<file path="src/rtl/pipe_pkg.sv">
// Shared definitions for the MIPS inter-stage pipeline registers.
//   skid_state_e : occupancy state of the two-entry skid buffer
//   *_t          : packed payload layout for each stage boundary
//   *_W          : payload widths, used as DATA_W when instantiating
//                  pipe_stage_reg at each boundary
package pipe_pkg;

  typedef enum logic [1:0] {
    EMPTY = 2'd0,
    ONE   = 2'd1,
    TWO   = 2'd2
  } skid_state_e;

  typedef struct packed {
    logic [31:0] pc_plus4;
    logic [31:0] instr;
  } if_id_t;

  typedef struct packed {
    logic [31:0] pc_plus4;
    logic [31:0] rs_val;
    logic [31:0] rt_val;
    logic [31:0] imm;
    logic [4:0]  rs;
    logic [4:0]  rt;
    logic [4:0]  rd;
  } id_ex_t;

  typedef struct packed {
    logic [31:0] alu_res;
    logic [31:0] store_val;
    logic [4:0]  wb_rd;
    logic        zero;
  } ex_mem_t;

  typedef struct packed {
    logic [31:0] alu_res;
    logic [31:0] mem_rd;
    logic [4:0]  wb_rd;
  } mem_wb_t;

  localparam int unsigned IF_ID_W  = $bits(if_id_t);
  localparam int unsigned ID_EX_W  = $bits(id_ex_t);
  localparam int unsigned EX_MEM_W = $bits(ex_mem_t);
  localparam int unsigned MEM_WB_W = $bits(mem_wb_t);

endpackage

</file>
<file path="src/rtl/sat_counter.sv">
// Saturating up-counter with synchronous clear.
//   i_clk : rising-edge clock
//   i_clr : synchronous clear to zero (wins over i_inc)
//   i_inc : increment enable; the count sticks at all-ones
//   o_cnt : current count
module sat_counter #(
  parameter int unsigned W = 16
) (
  input  logic         i_clk,
  input  logic         i_clr,
  input  logic         i_inc,
  output logic [W-1:0] o_cnt
);

  logic [W-1:0] r_cnt;

  always_ff @(posedge i_clk) begin
    if (i_clr) begin
      r_cnt <= '0;
    end else if (i_inc && (r_cnt != '1)) begin
      r_cnt <= r_cnt + 1'b1;
    end
  end

  assign o_cnt = r_cnt;

endmodule

</file>
<file path="src/rtl/pipe_stage_reg.sv">
// Pipeline stage register with valid/ready flow control.
//   clk, rst   : clock, synchronous active-high reset
//   flush      : drop every held entry (squash)
//   in_valid / in_ready / in_data    : upstream handshake and payload
//   out_valid / out_ready / out_data : downstream handshake and head payload
//   stall_cnt  : saturating count of cycles with out_valid=1, out_ready=0
// SKID=1 gives a two-entry buffer whose in_ready comes straight from a
// flop; SKID=0 gives a single entry with combinational in_ready.
module pipe_stage_reg
  import pipe_pkg::*;
#(
  parameter int unsigned DATA_W = MEM_WB_W,
  parameter int unsigned SKID   = 1,
  parameter int unsigned CNT_W  = 16
) (
  input  logic              clk,
  input  logic              rst,
  input  logic              flush,
  input  logic              in_valid,
  output logic              in_ready,
  input  logic [DATA_W-1:0] in_data,
  output logic              out_valid,
  input  logic              out_ready,
  output logic [DATA_W-1:0] out_data,
  output logic [CNT_W-1:0]  stall_cnt
);

  logic              w_in_ready;
  logic              w_out_valid;
  logic [DATA_W-1:0] w_out_data;
  logic              w_accept;
  logic              w_emit;

  assign w_accept = in_valid && w_in_ready;
  assign w_emit   = w_out_valid && out_ready;

  if (SKID != 0) begin : g_skid
    skid_state_e       r_state;
    logic [DATA_W-1:0] r_main;
    logic [DATA_W-1:0] r_skid;
    logic              r_in_ready;

    // r_in_ready tracks (next state != TWO) so the upstream sees a pure
    // flop; the skid entry catches the one payload in flight when the
    // downstream stalls.
    always_ff @(posedge clk) begin
      if (rst || flush) begin
        r_state    <= EMPTY;
        r_main     <= '0;
        r_skid     <= '0;
        r_in_ready <= 1'b1;
      end else begin
        case (r_state)
          EMPTY: begin
            if (w_accept) begin
              r_state <= ONE;
              r_main  <= in_data;
            end
          end
          ONE: begin
            if (w_accept && !w_emit) begin
              r_state    <= TWO;
              r_skid     <= in_data;
              r_in_ready <= 1'b0;
            end else if (w_emit && !w_accept) begin
              r_state <= EMPTY;
            end else if (w_accept && w_emit) begin
              r_main <= in_data;
            end
          end
          TWO: begin
            if (w_emit) begin
              r_state    <= ONE;
              r_main     <= r_skid;
              r_in_ready <= 1'b1;
            end
          end
          default: begin
            r_state    <= EMPTY;
            r_in_ready <= 1'b1;
          end
        endcase
      end
    end

    assign w_in_ready  = r_in_ready;
    assign w_out_valid = (r_state != EMPTY);
    assign w_out_data  = r_main;
  end else begin : g_single
    logic              r_valid;
    logic [DATA_W-1:0] r_main;

    always_ff @(posedge clk) begin
      if (rst || flush) begin
        r_valid <= 1'b0;
        r_main  <= '0;
      end else if (w_accept) begin
        r_valid <= 1'b1;
        r_main  <= in_data;
      end else if (w_emit) begin
        r_valid <= 1'b0;
      end
    end

    assign w_in_ready  = !r_valid || out_ready;
    assign w_out_valid = r_valid;
    assign w_out_data  = r_main;
  end

  sat_counter #(
    .W(CNT_W)
  ) u_stall_cnt (
    .i_clk (clk),
    .i_clr (rst),
    .i_inc (w_out_valid && !out_ready),
    .o_cnt (stall_cnt)
  );

  assign in_ready  = w_in_ready;
  assign out_valid = w_out_valid;
  assign out_data  = w_out_data;

endmodule

</file>
<file path="config.mk">
export PLATFORM = sky130hd
export DESIGN_NAME = pipe_stage_reg
export DESIGN_NICKNAME = d
export VERILOG_FILES = /design/src/rtl/pipe_pkg.sv /design/src/rtl/sat_counter.sv /design/src/rtl/pipe_stage_reg.sv
export SDC_FILE = /design/constraint.sdc
export NUM_CORES = 1
export LEC_CHECK = 0
export CAP_MARGIN = 20
export CELL_PAD_IN_SITES_DETAIL_PLACEMENT = 1
export CELL_PAD_IN_SITES_GLOBAL_PLACEMENT = 2
export CORE_MARGIN = 2
export CORE_UTILIZATION = 26
export CTS_CLUSTER_DIAMETER = 40
export DETAILED_ROUTE_END_ITERATION = 8
export HOLD_SLACK_MARGIN = 0.1
export PLACE_DENSITY = 0.77
export SYNTH_ARGS = -nofsm -noshare
export SYNTH_HDL_FRONTEND = slang
export SYNTH_HIERARCHICAL = 1
export SYNTH_SLANG_ARGS = --single-unit
</file>
<file path="constraint.sdc">
create_clock -name clk -period 2.4 [get_ports clk]
set_clock_uncertainty 0.1 [all_clocks]
set_input_delay 0.24 -clock clk [delete_from_list [all_inputs] [get_ports clk]]
set_output_delay 0.24 -clock clk [all_outputs]
set_load 0.1 [all_outputs]
</file>
==> results of run 1 <==
layout by cell type (no fill, tap or decap), types with 6 or more instances in the layout:
| cell type | instances |
|---|---|
| nand3_1 | 6 |
| clkbuf_16 | 24 |
| buf_6 | 8 |
| nor2_1 | 69 |
| dfxtp_2 | 14 |
| nand2_1 | 146 |
| o31ai_1 | 6 |
| a211oi_2 | 27 |
| dfxtp_1 | 143 |
| buf_12 | 13 |
| clkinv_8 | 6 |
| nor2_2 | 7 |
| or4_1 | 7 |
| a21oi_1 | 80 |
| a211oi_1 | 42 |
| mux2i_1 | 70 |
| clkdlybuf4s50_1 | 73 |
| buf_4 | 110 |
sequential cells by signal, indices dropped and copies added (netlist names):
signal             flops
out_data              69
g_skid.r_state         2
in_ready               1
g_skid.r_skid         69
u_stall_cnt/o_cnt     16
kinds of logic (layout without fill, tap and decap cells):
kind of cell             count (synthesis)  count (layout)  share of synthesized area (%)
AO/OA/AOI/OAI                          167             167                           16.4
XOR/XNOR                                 2               2                          0.273
adder cells (fa/ha/maj)                  4               4                          0.779
buffers and inverters                   63             251                           4.40
flip-flops                             157             157                           48.9
multiplexers                            71              71                           11.1
AND/OR/NAND/NOR                        269             269                           18.2
metal layers:
layer	GRT usage (%)	vias up	share of wire (%)	wire length, um
met3	3.52	9	3.7	721
met4	4.02	0	0.73	144
met5	0	-	0	0
met1	19.2	2792	48	9460
met2	23.9	101	48	9410
li1	-	2908	-	-
where the power goes:
part | internal (W) | switching [W]
clock | 0.00151 | 0.00130
combinational | 0.000454 | 0.000857
sequential | 0.00268 | 0.0000477
total | 0.00464 | 0.00221
what timing repair did:
item	in CTS	in global routing
cloned	0	9
buffers inserted	0	10
endpoints found under the setup margin	4	64
gates resized for setup	5	46
pin swaps	1	23
through the flow:
stage | instance area [sq um] | cells | utilization, % | TNS [ns] | setup WS (ns)
floorplan | 6470 | 733 | - | 0 | 0.00615
global placement | 8410 | 1194 | 34.6 | -9.49 | -0.163
detailed placement | 8410 | 1194 | 34.6 | -13.10 | -0.252
CTS | 9060 | 1226 | 37.2 | 0 | 0.00584
global route | 9530 | 1245 | 39.2 | -1.92 | -0.0616
finish | 9530 | 1245 | 39.2 | 0 | 0.0244
area by class of cell:
type,instances,area (sq um),share of cell area (%)
clock buffer,17,425,4.46
sequential,157,3160,33.2
timing repair buffer,214,2130,22.3
clock inverter,15,200,2.10
inverter,5,21.3,0.223
multi-input combinational,513,3190,33.5
tap,324,405,4.25
critical path, delay by kind of cell, from the launching register on:
kind                       cells  cell delay, ns
AOI/OAI and AO/OA              2            0.30
DFF                            1            0.32
adders and majority gates      1            0.14
and+or+nand+nor                3            0.82
buffers and inverters          4            0.56
how the worst max path moves through the flow:
stage | from | to | slack, ns | depth (start not counted)
after floorplan | g_skid.r_state[0]$_SDFFE_PP0P_ | out_data[0]$_SDFFE_PP0P_ | 0.006 | 10
after global placement | in_valid | out_data[47]$_SDFFE_PP0P_ | -0.16 | 10
after detailed placement | in_valid | out_data[51]$_SDFFE_PP0P_ | -0.25 | 10
after CTS | g_skid.r_state[0]$_SDFFE_PP0P_ | out_data[36]$_SDFFE_PP0P_ | 0.006 | 10
after global routing | in_ready$_SDFFE_PP1P_ | out_data[5]$_SDFFE_PP0P_ | -0.06 | 9
final | g_skid.r_state[0]$_SDFFE_PP0P_ | out_data[49]$_SDFFE_PP0P_ | 0.02 | 10
==> flow_metrics.py, run 1 <==
metrics = {
    "floorplanning": {
        "floorplan.rows": 57,
        "floorplan.die_area_sq_um": 26000,
        "die_extent_in_x_um": 161,
        "core_area_sq_um": 24300,
        "initial_utilization_pct": 26.4,
        "die_y_um": 161,
        "boundaryPins": 161,
    },
    "finish": {
        "num-fill-cells": 2754,
        "area_growth_synth_to_finish_pct": 48.4,
        "finish.net_count": 986,
        "insertedDiodeCount": 0,
        "post_route_cells_drive_above_1_share_pct": 25.5,
    },
    "synth": {
        "yosys.cell_types.count": 40,
        "synthArstFlopShare_pct": 0,
        "yosys-top-cells-count": "157 x dfxtp_1, 147 x nand2_1, 80 x a21oi_1",
        "synth_most_common_cell": "dfxtp_1",
        "synth_edf_count": 0,
        "synthDominantCellAreaShare_pct": 48.9,
        "yosys-top-cells-area": "dfxtp_1 49%, mux2i_1 11%, nand2_1 8.6%, a211oi_1 8.1%, a21oi_1 6.2%",
        "synth_seq_cells": 157,
        "synth_sequential_area_ratio_pct": 48.9,
        "synth_cells": 733,
        "mappedNetlistArea_sq_um": 6420,
        "syn_area_per_cell_sq_um": 8.76,
        "most_used_dff_post_synth": "dfxtp_1",
        "synth_area_leader_cell": "dfxtp_1",
        "synthesis.yosys.warnings": 6,
        "postSynthNetCount": 811,
    },
    "grt": {
        "grt_antenna_before_repair": 0,
        "gr-usage-all-layers_pct": 14.6,
        "grt_pass1_wl_mm": 30.3,
        "globalRouteOverflowTotal": 0,
        "grt_start_max_net_pins": 44,
        "grt_pass1_vias": 5781,
    },
    "clock_tree": {
        "cts.htree.levels": 4,
        "cts_tree": "yes",
        "numCtsBuffers": 17,
        "postCtsHoldBufs": 0,
        "root_buffer": "clkbuf_16",
        "clockBufferDepth": 2,
        "worst_setup_hold_path_clk_slew_ns": 0.08,
        "clock_latency_ns": 0.43,
        "clkSinkCount": 157,
    },
    "place": {
        "post-dp-hpwl_mm": 12.6,
        "io_buffers": 160,
        "gp_routability_congestion": 0.719,
    },
    "setup_path": {
        "crit_path_cell_trace": "or2_4 -> nand2_4 -> inv_4 -> ha_4 -> or4b_4 -> a22oi_2 -> buf_6 -> buf_4 -> clkbuf_16 -> a211oi_1",
        "worst-endpoint-required_ns": 2.61,
        "critical_path_class": "register to register",
        "r2r-start": "g_skid.r_state[0]$_SDFFE_PP0P_",
        "max_stage_delay_ns": 0.48,
        "reg2reg_setup_slack_ns": 0.02,
        "crit-reg2reg-capture": "out_data[49]$_SDFFE_PP0P_",
        "critPathLaunchType": "register",
        "critical_path.max_fanout": 14,
        "critPathCaptureType": "register",
        "worst_ep_arrival_time_ns": 2.59,
        "critical-path-slowest-cell": "or4b_4",
        "r2r.worst_path.cells": 10,
    },
    "timing": {
        "maxClockFrequency_mhz": 421,
        "layout_min_cycle_time_ns": 2.38,
        "finalHoldViolCount": 0,
        "hold_slack_ns": 0.282,
        "finalSetupViolCount": 0,
        "final-max-slew-violation-count": 0,
        "maxSlewHeadroom_pct": 58.2,
        "layout_worst_path_cycle_share_pct": 99.0,
        "slew_at_the_pin_with_the_worst_max_slew_slack_ns": 0.618,
        "setup_repair_after_global_routing_missed_its_margin": "true",
    },
    "routing": {
        "wire_per_inst_um": 15.9,
        "route.antenna.remaining_nets": 0,
        "detailedRoute.firstIterationViolations": 188,
        "routed_wl_mm": 19.7,
        "vias": 5810,
        "post_drt_via_cell_ratio": 4.67,
        "drc": 0,
        "drtPass1Iterations": 4,
    },
    "worst_hold_path": {
        "hold_end": "g_skid.r_skid[34]$_SDFFE_PP0P_",
        "min-delay-path-class": "input pin to register",
        "holdCritStartpoint": "in_data[34]",
        "hold-path-cell-count": 3,
    },
    "pwr": {
        "peakVddDrop_mv": 0.352,
        "finalPower_w": 0.00685,
        "cellPowerDensity_nw_per_um2": 719,
        "p_leak_nw": 4.00,
    },
    "job": {
        "cap_violations": 0,
    },
    "status": {
        "result_of_the_run": "finished clean",
    },
}
(Power assumes the default switching activity.)
==> inputs of run 2 (changes only) <==
==> constraint.sdc (replaced) <==
create_clock -name clk -period 1.9 [get_ports clk]
set_clock_uncertainty 0.1 [all_clocks]
set_input_delay 0.19 -clock clk [delete_from_list [all_inputs] [get_ports clk]]
set_output_delay 0.19 -clock clk [all_outputs]
set_load 0.1 [all_outputs]
==> flow_metrics.py, run 2 (synthesized netlist as in run 1, its figures left out) <==
metrics = {
    "place": {
        "post-dp-hpwl_mm": 12.7,
        "gp_routability_congestion": 0.711,
        "io_buffers": 160,
        "dp_cells": 1195,
    },
    "timing": {
        "setup_repair_after_global_routing_missed_its_margin": "true",
        "finalSetupViolCount": 69,
        "final-max-slew-violation-count": 0,
        "layout_worst_path_cycle_share_pct": 124,
        "layout_min_cycle_time_ns": 2.35,
        "maxClockFrequency_mhz": 426,
        "slew_at_the_pin_with_the_worst_max_slew_slack_ns": 0.400,
        "maxSlewHeadroom_pct": 73.0,
        "finalWorstSetupSlack_ns": -0.449,
        "finalHoldViolCount": 0,
        "setup_tns_ns": -28.81,
    },
    "setup_path": {
        "critPathLaunchType": "register",
        "reg2reg_setup_slack_ns": -0.45,
        "critical_path.max_fanout": 9,
        "critPathCaptureType": "register",
        "worst-endpoint-required_ns": 2.09,
        "r2r-start": "g_skid.r_state[1]$_SDFFE_PP0P_",
        "critical_path_class": "register to register",
        "worst_ep_arrival_time_ns": 2.54,
        "crit-reg2reg-capture": "out_data[52]$_SDFFE_PP0P_",
        "r2r.worst_path.cells": 10,
    },
    "floorplanning": {
        "die_extent_in_x_um": 161,
        "die_y_um": 161,
        "initial_utilization_pct": 26.4,
        "boundaryPins": 161,
        "floorplan.rows": 57,
        "floorplan.die_area_sq_um": 26000,
        "core_area_sq_um": 24300,
    },
    "worst_hold_path": {
        "min-delay-path-class": "input pin to register",
        "hold-path-cell-count": 3,
        "hold_end": "g_skid.r_skid[25]$_SDFFE_PP0P_",
        "holdCritStartpoint": "in_data[25]",
    },
    "finish": {
        "insertedDiodeCount": 0,
        "layout_commonest_cell": "nand2_1",
        "post_route_cells_drive_above_1_share_pct": 30.6,
        "layout.cells.most_common_list": "144 x nand2_1, 138 x dfxtp_1, 108 x buf_4, 79 x a21oi_1, 73 x clkdlybuf4s50_1",
        "area_growth_synth_to_finish_pct": 53.5,
        "fin_cells": 1247,
        "finish.net_count": 988,
    },
    "routing": {
        "post_drt_via_cell_ratio": 4.73,
        "routed_wl_mm": 21.0,
        "route.antenna.remaining_nets": 0,
        "wire_per_inst_um": 16.8,
        "drtPass1Iterations": 4,
        "vias": 5896,
        "drc": 0,
        "detailedRoute.firstIterationViolations": 253,
    },
    "clock_tree": {
        "clockBufferDepth": 2,
        "numCtsBuffers": 17,
        "cts.htree.levels": 4,
        "clock_latency_ns": 0.42,
        "root_buffer": "clkbuf_16",
        "worst_setup_hold_path_clk_slew_ns": 0.07,
        "clkSinkCount": 157,
        "cts_tree": "yes",
    },
    "grt": {
        "gr-usage-all-layers_pct": 15.2,
        "grt_antenna_before_repair": 1,
        "globalRouteOverflowTotal": 0,
        "grt_pass1_wl_mm": 31.2,
        "grt_start_max_net_pins": 49,
        "grt_pass1_vias": 5772,
    },
    "status": {
        "result_of_the_run": "complete, but fails checks",
        "failed_checks": "negative setup slack",
    },
    "job": {
        "cap_violations": 0,
    },
    "pwr": {
        "finalPower_w": 0.00873,
        "cellPowerDensity_nw_per_um2": 886,
        "peakVddDrop_mv": 0.416,
        "p_leak_nw": 4.06,
    },
}
## run 2: how the worst max path moves through the flow
stage	startpoint	end	cells after the start	slack, ns
floorplan	g_skid.r_state[0]$_SDFFE_PP0P_	out_data[0]$_SDFFE_PP0P_	10	-0.53
global placement	in_valid	out_data[49]$_SDFFE_PP0P_	10	-0.56
detailed placement	in_valid	out_data[40]$_SDFFE_PP0P_	10	-0.67
CTS	g_skid.r_state[0]$_SDFFE_PP0P_	out_data[47]$_SDFFE_PP0P_	11	-0.46
global route	g_skid.r_state[1]$_SDFFE_PP0P_	out_data[1]$_SDFFE_PP0P_	10	-0.54
finish	g_skid.r_state[1]$_SDFFE_PP0P_	out_data[52]$_SDFFE_PP0P_	10	-0.45
## run 2: metrics by stage
stage / util [%] / instance area (sq um) / setup slack [ns] / hold slack, ns
after floorplan: - / 6600 / -0.525 / 0.226
after global placement: 35.0 / 8500 / -0.564 / 0.341
after detailed placement: 35.0 / 8500 / -0.668 / 0.348
after CTS: 38.8 / 9430 / -0.455 / 0.225
after global routing: 40.5 / 9860 / -0.540 / 0.247
final: 40.5 / 9860 / -0.449 / 0.243
## run 2: critical path, stage by stage (launching register included)
cell and delay (ns):
dfxtp_2 0.32, or2_4 0.26, nand2_4 0.07, inv_4 0.04
ha_4 0.14, or4b_4 0.47, a22oi_2 0.25, buf_6 0.21
buf_6 0.16, buf_12 0.14, a211oi_1 0.07
## run 2: routing by layer
layer  GRT usage [%]  vias up  wire (um)
met5               0        -         11
met4            4.38        2        236
li1                -     2910          -
met1            19.1     2871       9450
met2            26.0      100      10400
met3            3.80       13        872
## run 2: repair_timing
item | CTS | global route
hold buffers | 0 | 0
pin swaps | 6 | 25
buffers inserted | 9 | 4
gates resized for setup | 24 | 77
setup endpoints to repair | 74 | 105
cloned | 5 | 8
## run 2: power by group
group / leakage [nW] / total, W / switching, W / internal, W
sequential: 1.29 / 0.00344 / 0.0000689 / 0.00337
clock: 0.285 / 0.00356 / 0.00146 / 0.00210
combinational: 2.49 / 0.00173 / 0.00113 / 0.000598
total: 4.06 / 0.00873 / 0.00267 / 0.00607
## run 2: area by class of cell
cell class              instances  area (sq um)
clock buffers                  21           482
clock inverters                11           131
fillers                      2730         14500
inverters                       5          21.3
multi-input cells             513          3410
flip-flops and latches        157          3200
well taps                     324           405
repair buffers                216          2200
==> inputs of run 3 (changes only) <==
--- a/config.mk
+++ b/config.mk
@@ -8,11 +8,12 @@
 export CAP_MARGIN = 20
 export CELL_PAD_IN_SITES_DETAIL_PLACEMENT = 1
 export CELL_PAD_IN_SITES_GLOBAL_PLACEMENT = 2
+export CORE_ASPECT_RATIO = 0.6
 export CORE_MARGIN = 2
 export CORE_UTILIZATION = 26
-export CTS_CLUSTER_DIAMETER = 40
 export DETAILED_ROUTE_END_ITERATION = 8
 export HOLD_SLACK_MARGIN = 0.1
+export MAX_ROUTING_LAYER = met4
 export PLACE_DENSITY = 0.77
 export SYNTH_ARGS = -nofsm -noshare
 export SYNTH_HDL_FRONTEND = slang
==> flow_metrics.py, run 3 (synthesized netlist as in run 1, its figures left out) <==
metrics = {
    "floorplanning": {
        "initial_utilization_pct": 26.5,
        "boundaryPins": 161,
        "die_extent_in_x_um": 207,
        "floorplan.rows": 44,
        "die_y_um": 126,
        "floorplan.die_area_sq_um": 26000,
        "core_area_sq_um": 24200,
    },
    "setup_path": {
        "critical-path-slowest-cell": "or4b_4",
        "worst-endpoint-required_ns": 2.14,
        "critical_path.max_fanout": 8,
        "crit_path_cell_trace": "or2_4 -> nand2_4 -> inv_4 -> ha_4 -> or4b_4 -> a22oi_2 -> buf_6 -> clkbuf_16 -> nor2_2 -> a211oi_1",
        "critPathLaunchType": "register",
        "max_stage_delay_ns": 0.48,
        "critical_path_class": "register to register",
        "critPathCaptureType": "register",
        "worst_ep_arrival_time_ns": 2.64,
    },
    "routing": {
        "detailedRoute.firstIterationViolations": 214,
        "route.antenna.remaining_nets": 0,
        "vias": 6015,
        "drtPass1Iterations": 4,
        "routed_wl_mm": 22.3,
        "wire_per_inst_um": 17.6,
        "drc": 0,
        "post_drt_via_cell_ratio": 4.77,
    },
    "clock_tree": {
        "clock_latency_ns": 0.43,
        "clkSinkCount": 157,
        "worst_setup_hold_path_clk_slew_ns": 0.06,
        "clockBufferDepth": 2,
        "cts_tree": "yes",
        "root_buffer": "clkbuf_16",
        "cts.htree.levels": 4,
        "numCtsBuffers": 17,
    },
    "timing": {
        "maxClockFrequency_mhz": 417,
        "slew_at_the_pin_with_the_worst_max_slew_slack_ns": 0.401,
        "finalSetupViolCount": 69,
        "final-max-slew-violation-count": 0,
        "maxSlewHeadroom_pct": 72.9,
        "setup_repair_after_global_routing_missed_its_margin": "true",
        "finalWorstSetupSlack_ns": -0.498,
        "hold_slack_ns": 0.237,
        "finalHoldViolCount": 0,
        "layout_min_cycle_time_ns": 2.40,
        "layout_worst_path_cycle_share_pct": 126,
    },
    "place": {
        "post-dp-hpwl_mm": 14.1,
        "io_buffers": 160,
        "gp_routability_congestion": 0.741,
        "dp_cells": 1199,
        "place_ws_ns": -0.616,
    },
    "worst_hold_path": {
        "min-delay-path-class": "input pin to register",
    },
    "grt": {
        "gr-usage-all-layers_pct": 16.6,
        "globalRouteOverflowTotal": 0,
        "grt_antenna_before_repair": 0,
        "grt_pass1_wl_mm": 32.4,
        "grt_start_max_net_pins": 57,
        "grt_pass1_vias": 5862,
    },
    "pwr": {
        "finalPower_w": 0.00859,
        "cellPowerDensity_nw_per_um2": 851,
        "peakVddDrop_mv": 0.592,
        "p_leak_nw": 4.13,
    },
    "finish": {
        "num-fill-cells": 2702,
        "layout.cells.most_common_list": "144 x nand2_1, 138 x dfxtp_1, 113 x buf_4, 77 x a21oi_1, 73 x clkdlybuf4s50_1",
        "finish.net_count": 1005,
        "fin_cells": 1262,
        "layout_commonest_cell": "nand2_1",
        "area_growth_synth_to_finish_pct": 57.1,
        "post_route_cells_drive_above_1_share_pct": 34.0,
        "insertedDiodeCount": 0,
    },
    "job": {
        "cap_violations": 0,
    },
    "status": {
        "failed_checks": "negative setup slack",
        "result_of_the_run": "complete, but fails checks",
    },
}
run 3: cell count changes in the layout (fill, tap and decap cells not counted), moves of 3 or more:
cell	before	now
buf_6	10	16
clkbuf_1	1	4
nor2_4	8	11
a211oi_1	25	22
nor2_2	16	29
buf_12	16	22
a211oi_2	44	47
nor2_1	53	37
buf_4	108	113
run 3: report_power, final:
group / total [W] / internal, W / switching (W)
Clock: 0.00333 / 0.00193 / 0.00140
Combinational: 0.00182 / 0.000657 / 0.00116
Sequential: 0.00344 / 0.00337 / 0.0000736
Total: 0.00859 / 0.00595 / 0.00264
run 3: layer usage:
metal	routed length, um	GRT usage, %
met1	11500	23.5
met2	9470	23.1
met3	1110	4.63
met4	204	4.26
met5	0	-
run 3: critical path, delay by kind of cell (launching register included):
kind / cells / cell delay (ns)
AOI/OAI and AO/OA: 2 / 0.44
and+or+nand+nor: 4 / 0.85
adders and majority gates: 1 / 0.15
buffers and inverters: 3 / 0.45
DFF: 1 / 0.31
run 3: final cells by class:
cell class	count	area, sq um	share of cell area (%)
Multi-Input combinational cell	513	3500	34.7
Sequential cell	157	3200	31.8
Timing Repair Buffer	233	2410	23.9
Clock buffer	21	440	4.36
Tap cell	322	403	3.99
Clock inverter	11	119	1.18
Inverter	5	21.3	0.211
run 3: what timing repair did:
item	CTS	global route
pin swaps	16	47
cloned	4	7
endpoints found under the hold margin	0	0
buffers inserted	8	17
setup endpoints to repair	74	100
resized for setup	15	122
hold buffers	0	0
run 3: through the flow:
| stage | instance area [sq um] | utilization, % | setup TNS [ns] |
|---|---|---|---|
| final | 10100 | 41.7 | -31.48 |
| after global routing | 10100 | 41.7 | -37.23 |
| after CTS | 9390 | 38.8 | -27.82 |
| after detailed placement | 8610 | 35.5 | -45.48 |
| after global placement | 8610 | 35.5 | -42.44 |
| after floorplan | 6600 | - | -34.93 |
run 3: final timing paths:
path                                          to  cells past startpoint                           start  slack (ns)
setup / recovery       out_data[68]$_SDFFE_PP0P_                     10  g_skid.r_state[1]$_SDFFE_PP0P_       -0.50
hold / removal    g_skid.r_skid[19]$_SDFFE_PP0P_                      3                     in_data[19]        0.24
setup reg to reg       out_data[68]$_SDFFE_PP0P_                     10  g_skid.r_state[1]$_SDFFE_PP0P_       -0.50
hold reg to reg   g_skid.r_skid[12]$_SDFFE_PP0P_                      2  g_skid.r_skid[12]$_SDFFE_PP0P_        0.35
